**config.mk**
```make
export PLATFORM = sky130hd
export DESIGN_NAME = rf_write_arbiter_flat
export DESIGN_NICKNAME = d
export VERILOG_FILES = /design/src/rtl/rf_write_arbiter_if.sv /design/src/rtl/rf_write_arbiter.sv /design/src/flat_wrapper.sv
export SDC_FILE = /design/constraint.sdc
export NUM_CORES = 1
export LEC_CHECK = 0
export BUFFER_PORTS_ARGS = -buffer_cell sky130_fd_sc_hd__buf_2
export CAP_MARGIN = 20
export CELL_PAD_IN_SITES_DETAIL_PLACEMENT = 0
export CELL_PAD_IN_SITES_GLOBAL_PLACEMENT = 1
export CORE_MARGIN = 3
export CORE_UTILIZATION = 32
export CTS_CLUSTER_SIZE = 10
export DETAILED_ROUTE_END_ITERATION = 12
export PLACE_DENSITY = 0.95
export SETUP_SLACK_MARGIN = 0.15
export SLEW_MARGIN = 20
export SYNTH_ARGS = -nofsm -noshare
export SYNTH_HDL_FRONTEND = slang
export SYNTH_SLANG_ARGS = --single-unit
```
**constraint.sdc**
```tcl
create_clock -name clk -period 7 [get_ports clk]
set_clock_uncertainty 0.15 [all_clocks]
set_input_delay 2.1 -clock clk [delete_from_list [all_inputs] [get_ports clk]]
set_output_delay 2.1 -clock clk [all_outputs]
set_load 0.02 [all_outputs]
```
**src/rtl/rf_write_arbiter_if.sv**
```systemverilog
// rf_write_arbiter_if
//   Bundles the two writeback request ports (A: in-order pipeline, B:
//   multi-cycle unit), the register-file write pins and the hazard/priority
//   status outputs of rf_write_arbiter.
//
//   Signals:
//     a_valid/a_rd/a_data, a_ready   port A request and acceptance
//     b_valid/b_rd/b_data, b_ready   port B request and acceptance
//     rf_reg_write/rf_rd/rf_writedata register file write port
//     pending_mask                   registers with writes in flight
//     last_grant                     0 = A won last arbitration, 1 = B
//
//   Modports:
//     master - requester / consumer side (pipeline, register file, hazard unit)
//     slave  - the arbiter itself
`timescale 1ns/1ps

interface rf_write_arbiter_if #(
  parameter int unsigned DATA_W = 64,
  parameter int unsigned ADDR_W = 5
);
  logic              a_valid;
  logic [ADDR_W-1:0] a_rd;
  logic [DATA_W-1:0] a_data;
  logic              a_ready;

  logic              b_valid;
  logic [ADDR_W-1:0] b_rd;
  logic [DATA_W-1:0] b_data;
  logic              b_ready;

  logic              rf_reg_write;
  logic [ADDR_W-1:0] rf_rd;
  logic [DATA_W-1:0] rf_writedata;

  logic [31:0]       pending_mask;
  logic              last_grant;

  modport master (
    output a_valid, a_rd, a_data,
    output b_valid, b_rd, b_data,
    input  a_ready, b_ready,
    input  rf_reg_write, rf_rd, rf_writedata,
    input  pending_mask, last_grant
  );

  modport slave (
    input  a_valid, a_rd, a_data,
    input  b_valid, b_rd, b_data,
    output a_ready, b_ready,
    output rf_reg_write, rf_rd, rf_writedata,
    output pending_mask, last_grant
  );
endinterface

```
**src/rtl/rf_write_arbiter.sv**
```systemverilog
// rf_write_arbiter
//   Shares the register file's single write port between the in-order
//   pipeline writeback (port A) and a multi-cycle unit (port B). One request
//   is accepted per cycle and registered into a one-stage output buffer that
//   drives the register file pins. A combinational pending mask flags every
//   register with a write waiting on a port or sitting in the output stage.
//
//   Ports:
//     clk    rising-edge clock
//     reset  asynchronous, active-high reset
//     bus    rf_write_arbiter_if.slave (request ports, RF pins, status)
//
//   Build option:
//     RF_ARB_FIXED_PRIO_EN - when defined, port A always wins conflicts;
//                            last_grant is still tracked and output.
//                            Undefined (default): round-robin on last_grant.
`timescale 1ns/1ps

module rf_write_arbiter #(
  parameter int unsigned DATA_W = 64,
  parameter int unsigned ADDR_W = 5
) (
  input  logic              clk,
  input  logic              reset,
  rf_write_arbiter_if.slave bus
);

  typedef enum logic {
    PORT_A = 1'b0,
    PORT_B = 1'b1
  } port_e;

  port_e             last_grant_q, last_grant_d;
  logic              we_q, we_d;
  logic [ADDR_W-1:0] rd_q, rd_d;
  logic [DATA_W-1:0] data_q, data_d;

  logic grant_a;
  logic grant_b;

  // Grant depends only on valids and the priority pointer, never on ready.
  always_comb begin
`ifdef RF_ARB_FIXED_PRIO_EN
    grant_a = bus.a_valid;
`else
    grant_a = bus.a_valid && (!bus.b_valid || (last_grant_q == PORT_B));
`endif
    grant_b = bus.b_valid && !grant_a;
  end

  // Nothing transfers while reset is held, so requests stay on their ports.
  assign bus.a_ready = grant_a && !reset;
  assign bus.b_ready = grant_b && !reset;

  always_comb begin
    we_d         = 1'b0;
    rd_d         = rd_q;
    data_d       = data_q;
    last_grant_d = last_grant_q;
    if (grant_a) begin
      rd_d         = bus.a_rd;
      data_d       = bus.a_data;
      we_d         = (bus.a_rd != '0);
      last_grant_d = PORT_A;
    end else if (grant_b) begin
      rd_d         = bus.b_rd;
      data_d       = bus.b_data;
      we_d         = (bus.b_rd != '0);
      last_grant_d = PORT_B;
    end
  end

  always_ff @(posedge clk or posedge reset) begin
    if (reset) begin
      we_q         <= 1'b0;
      rd_q         <= '0;
      data_q       <= '0;
      last_grant_q <= PORT_B;
    end else begin
      we_q         <= we_d;
      rd_q         <= rd_d;
      data_q       <= data_d;
      last_grant_q <= last_grant_d;
    end
  end

  assign bus.rf_reg_write = we_q;
  assign bus.rf_rd        = rd_q;
  assign bus.rf_writedata = data_q;
  assign bus.last_grant   = last_grant_q;

  // Bit 0 stays clear: writes to x0 are accepted but never performed.
  always_comb begin
    bus.pending_mask = '0;
    for (int unsigned i = 1; i < 32; i++) begin
      bus.pending_mask[i] = (bus.a_valid && (bus.a_rd == ADDR_W'(i))) ||
                            (bus.b_valid && (bus.b_rd == ADDR_W'(i))) ||
                            (we_q        && (rd_q     == ADDR_W'(i)));
    end
  end

endmodule

```
**src/flat_wrapper.sv**
```systemverilog
// flat-port wrapper written by rule: the top's interface ports become plain ports
module rf_write_arbiter_flat 
#(
  parameter int unsigned DATA_W = 64,
  parameter int unsigned ADDR_W = 5
)
  (clk, reset, bus_a_valid, bus_a_rd, bus_a_data, bus_b_valid, bus_b_rd, bus_b_data, bus_a_ready, bus_b_ready, bus_rf_reg_write, bus_rf_rd, bus_rf_writedata, bus_pending_mask, bus_last_grant);
  rf_write_arbiter_if #(.DATA_W(DATA_W), .ADDR_W(ADDR_W)) bus_i ();
  input  logic clk;
  input  logic reset;
  input wire logic [$bits(bus_i.a_valid)-1:0] bus_a_valid;
  input wire logic [$bits(bus_i.a_rd)-1:0] bus_a_rd;
  input wire logic [$bits(bus_i.a_data)-1:0] bus_a_data;
  input wire logic [$bits(bus_i.b_valid)-1:0] bus_b_valid;
  input wire logic [$bits(bus_i.b_rd)-1:0] bus_b_rd;
  input wire logic [$bits(bus_i.b_data)-1:0] bus_b_data;
  output wire logic [$bits(bus_i.a_ready)-1:0] bus_a_ready;
  output wire logic [$bits(bus_i.b_ready)-1:0] bus_b_ready;
  output wire logic [$bits(bus_i.rf_reg_write)-1:0] bus_rf_reg_write;
  output wire logic [$bits(bus_i.rf_rd)-1:0] bus_rf_rd;
  output wire logic [$bits(bus_i.rf_writedata)-1:0] bus_rf_writedata;
  output wire logic [$bits(bus_i.pending_mask)-1:0] bus_pending_mask;
  output wire logic [$bits(bus_i.last_grant)-1:0] bus_last_grant;
  assign bus_i.a_valid = bus_a_valid;
  assign bus_i.a_rd = bus_a_rd;
  assign bus_i.a_data = bus_a_data;
  assign bus_i.b_valid = bus_b_valid;
  assign bus_i.b_rd = bus_b_rd;
  assign bus_i.b_data = bus_b_data;
  assign bus_a_ready = bus_i.a_ready;
  assign bus_b_ready = bus_i.b_ready;
  assign bus_rf_reg_write = bus_i.rf_reg_write;
  assign bus_rf_rd = bus_i.rf_rd;
  assign bus_rf_writedata = bus_i.rf_writedata;
  assign bus_pending_mask = bus_i.pending_mask;
  assign bus_last_grant = bus_i.last_grant;
  rf_write_arbiter #(.DATA_W(DATA_W), .ADDR_W(ADDR_W)) u_core (.clk(clk), .reset(reset), .bus(bus_i));
endmodule
```
## Yosys cells after proc, flatten, opt, wreduce, memory -nomap -nowiden

Index checks and enable logic that the tools add are counted.

- Add/subtract/negate cells: 0
- Multipliers: 0
- Divide/modulo/power cells: 0
- $lt $le $gt $ge: 0
- Eq/ne operators: 93
- Shifts and indexed selects: 0
- Mux-type cells: 8
- Bitwise gates (word level): 0
- Reductions and logical operators: 166

Operator list:

| cell | count |
|---|---|
| $eq 5x5->1 const B | 48 |
| $mux 64 | 2 |
| $eq 5x4->1 const B | 24 |
| $logic_and 1x1->1 | 97 |
| $logic_or 1x1->1 | 63 |
| $eq 5x3->1 const B | 12 |
| $eq 5x2->1 const B | 6 |
| $eq 5x1->1 const B | 3 |
| $mux 5 | 2 |
| $reduce_bool 5->1 | 2 |
| $mux 1 | 4 |
| $logic_not 1->1 | 3 |
| $reduce_bool 2->1 | 1 |

- Register bits after elaboration: 71
- Latch bits: 0
- Memory bits (writable): 0
- Memory bits (read-only): 0
- Bits of input ports: 142
- Output and inout bits: 105
- Logic and storage cells: 271
- Memories kept: 0

## Logic depth before layout (Yosys ltp)

- Depth in word-level cells: 7
- Gate-level depth with buffers: 6
- Depth with buffers taken out: 3

## Worst setup path before layout

Ideal clock, no wire load.

- Path kind: in2out
- From: input reset
- To: output bus_a_ready
- Arrival: 4,052 ps
- Required time: 4,750 ps
- Path slack: 698 ps
- Cell stages on the path: 2
- Path buffers: 0
- Cell sequence: inv_1 -> and3_1

- Word-level cells in the longest chain between the ends: 2

RTL lines:

| item | line | source |
|---|---|---|
| start, declared | flat_wrapper.sv:10 | `input logic reset;` |
| $logic_not 1->1 | rf_write_arbiter.sv:52 | `assign bus.a_ready = grant_a && !reset;` |
| $logic_and 1x1->1 | rf_write_arbiter.sv:52 |  |
| end, declared | flat_wrapper.sv:17 | `output wire logic [$bits(bus_i.a_ready)-1:0] bus_a_ready;` |

Every way passes these cells.

## Worst setup path in the final report

- From: input bus_a_valid
- To: output bus_pending_mask[2]

- Word-level cells in the longest chain between the ends: 3

RTL lines:

| item | line | source |
|---|---|---|
| start, declared | flat_wrapper.sv:11 | `input wire logic [$bits(bus_i.a_valid)-1:0] bus_a_valid;` |
| $logic_and 1x1->1 | rf_write_arbiter.sv:96 | `bus.pending_mask[i] = (bus.a_valid && (bus.a_rd == ADDR_W'(i))) \|\|` |
| $logic_or 1x1->1 | rf_write_arbiter.sv:96 |  |
| $logic_or 1x1->1 | rf_write_arbiter.sv:97 | `(bus.b_valid && (bus.b_rd == ADDR_W'(i))) \|\|` |
| end, declared | flat_wrapper.sv:22 | `output wire logic [$bits(bus_i.pending_mask)-1:0] bus_pending_mask;` |

Every way passes these cells.

==> flow_summary.toml <==
[place]
place_ws_ns = 1.14
dp.cells = 841
dp_hpwl_um = 10900
port-buffer-count = 245
gp_congestion = 0.904

[synthesis]
avgSynthCellArea_um2 = 8.57
synthCells = 470
ys_warn_count = 0
ys_types = 35
synth_nets = 612
synth-seq-cells = 71
syn_area_um2 = 4030
yosysSeqAreaShare_pct = 44.1

[finish]
drive_above_1_share_pct = 39.8
final_core_util_pct = 46.2
insertedDiodeCount = 0
layout_common_cells = "245 x buf_2, 196 x nand2_1, 75 x a32oi_1, 70 x dfrtp_1, 22 x a22oi_1"
area_growth_pct = 39.3
stdcell_count = 857
fill_cells = 1226
nNetsFinal = 826
layout_commonest_cell = "buf_2"

[pwr]
peakVddDrop_mv = 0.135
power_density_nw_per_um2 = 234
seq_power_share_pct = 38.2
power.internal_uw = 878
leakage_uw = 0.00303
swShare_pct = 33.0
power_frac_comb_pct = 26.4
p_sw_uw = 433
clockPowerShare_pct = 35.4

[setup_path]
cp.buffers_inverters = 2
cp_cell_sequence = "buf_2, nor4b_2, a22oi_1, nand2_1, buf_2"
worst-path-max-fanout = 45
startpoint_type = "input pin"
slowest_stage = "buf_2"
crit_top_cell = "buf_2"
r2r-end = "u_core.bus.rf_writedata[26]$_DFFE_PP0P_"
cp.required_ns = 4.75
path_class = "in -> out"
endpoint_kind = "output pin"
cp.arrival_ns = 3.64
timing.rr.start = "u_core.bus.last_grant$_DFFE_PP1P_"
max_stage_delay_ns = 0.68
critical-path-top-delay-family = "buffers and inverters"
r2r_cells = 4
r2r_setup_slack_ns = 4.98

[floorplan]
start_util_pct = 33.1
rows = 40
die-height_um = 118
dieArea_um2 = 14000
fp.dieW_um = 118
io_pins = 247
core-area_um2 = 12200

[clock_tree]
cts_setup_buffers = 0
clk_pin_slew_worst_paths_ns = 0.06
clk_path_buf_depth = 2
cts_tree = "done"
numCtsBuffers = 9
cts_sinks = 71
cts_resized = 0
clk_latency_ns = 0.32
htreeDepth = 3
clockRootBuffer = "clkbuf_16"
cts_hold_buf = 0

[grt]
grt_pass1_wl_um = 24200
first_global_vias = 4631
grt_antenna_before_repair = 0
grt_usage_pct = 21.1
grt-ovfl-total = 0
grt_start_max_net_pins = 72

[route]
routed_via_density = 5.33
vias = 4565
drt_iter0_markers = 352
wl_per_cell_um = 17.6
drtPass1Iterations = 7
totalWireLength_um = 15100
drc = 0
antenna_left = 0

[job]
drv_cap = 0

[sta]
holdWs_ns = 0.327
finalSetupTns_ns = 0
grt_setup_unrepaired = "false"
slew_viol_final = 0
period_share_pct = 84.2
finalCriticalPeriod_ns = 5.89
fmax_ghz = 0.170
worst_pin_slew_ns = 0.923
worst_slack_ns = 1.11
setup_viol = 0
max_slew_margin_pct = 38.3
finalHoldViolCount = 0

[min_path]
hp-class = "reg -> reg"
holdPathEnd = "u_core.bus.rf_writedata[8]$_DFFE_PP0P_"
holdPathStages = 2
hold_path.startpoint = "u_core.bus.rf_writedata[8]$_DFFE_PP0P_"

[status]
status = "complete, no violations"
[worst min-delay path: cells and delay by family, from the launching register on]
kind,cells,cell delay [ns]
AOI/OAI and AO/OA,1,0.06
and+or+nand+nor,1,0.05
DFF,1,0.34
[Yosys cell counts (all sizes together)]
library cell / instances / area share, %
nor2: 5 / 0.65
a222oi: 1 / 0.25
a221o: 1 / 0.25
nand2: 196 / 18
nand3b: 1 / 0.19
and3: 1 / 0.16
a22o: 1 / 0.22
a21boi: 1 / 0.28
nor2b: 8 / 1.2
and4: 3 / 0.65
dfrtp: 70 / 43
and4b: 9 / 2.2
buf: 13 / 2.0
a22oi: 22 / 4.1
a32oi: 75 / 16
nor3: 1 / 0.12
conb: 1 / 0.093
nor4bb: 1 / 0.25
nand2b: 1 / 0.16
and4bb: 8 / 2.5
mux2: 1 / 0.28
clkbuf: 34 / 3.2
a21oi: 2 / 0.25
and2: 3 / 0.47
o21ai: 1 / 0.12
inv: 4 / 0.37
o22ai: 1 / 0.16
dfstp: 1 / 0.65
nor4b: 3 / 0.96
nor3b: 1 / 0.19
[power by group through the flow]
stage | registers, µW | clock network, µW | logic, µW
floorplan | 564 | 0 | 143
global placement | 504 | 0 | 344
detailed placement | 505 | 0 | 349
CTS | 500 | 477 | 348
global route | 506 | 498 | 377
finish | 500 | 465 | 346
[routing by layer]
metal / GRT usage (%) / vias up / part of all wire (%)
met5: 0 / - / 0
met4: 6.37 / 0 / 1.3
met3: 6.46 / 19 / 9.3
met2: 35.3 / 256 / 49
met1: 26.1 / 2148 / 40
li1: - / 2142 / -
[cell type report]
type	count	area, µm²	area share, %
Sequential cell	71	1780	31.7
Clock buffer	12	256	4.57
Tap cell	168	210	3.74
Timing Repair Buffer	250	1260	22.5
Inverter	4	15.0	0.267
Clock inverter	4	53.8	0.958
Multi-Input combinational cell	348	2040	36.3
[sequential cells by signal (all words and copies together), names as in the netlist]
| name | cells |
|---|---|
| u_core.bus.rf_writedata | 64 |
| u_core.bus.rf_rd | 5 |
| u_core.bus.rf_reg_write | 1 |
| u_core.bus.last_grant | 1 |
[worst max-delay path by stage]
stage                      startpoint             endpoint  slack [ns]  depth (start not counted)
after global routing      bus_a_valid  bus_pending_mask[1]        0.96                          5
final                     bus_a_valid  bus_pending_mask[2]        1.11                          5
after global placement    bus_a_valid  bus_pending_mask[2]        1.19                          5
after floorplan                 reset          bus_a_ready        0.70                          2
after CTS                 bus_a_valid  bus_pending_mask[2]        1.13                          5
after detailed placement  bus_a_valid  bus_pending_mask[2]        1.14                          5
[cells by family (layout without fill, tap and decap cells)]
| kind of cell | after synthesis | in the layout | synth area share, % |
|---|---|---|---|
| AO/OA/AOI/OAI | 105 | 105 | 21.9 |
| flip-flops | 71 | 71 | 44.1 |
| other | 1 | 1 | 0.0931 |
| AND/OR/NAND/NOR | 241 | 241 | 28.0 |
| multiplexers | 1 | 1 | 0.279 |
| buffers and inverters | 51 | 270 | 5.56 |
[per-stage QoR]
| stage | cell area (µm²) | total power, µW |
|---|---|---|
| CTS | 5610 | 1330 |
| floorplan | 4030 | 708 |
| global route | 5610 | 1380 |
| finish | 5610 | 1310 |
| global placement | 5300 | 848 |
| detailed placement | 5300 | 854 |
Note: power is estimated with default switching activity, not from simulation.
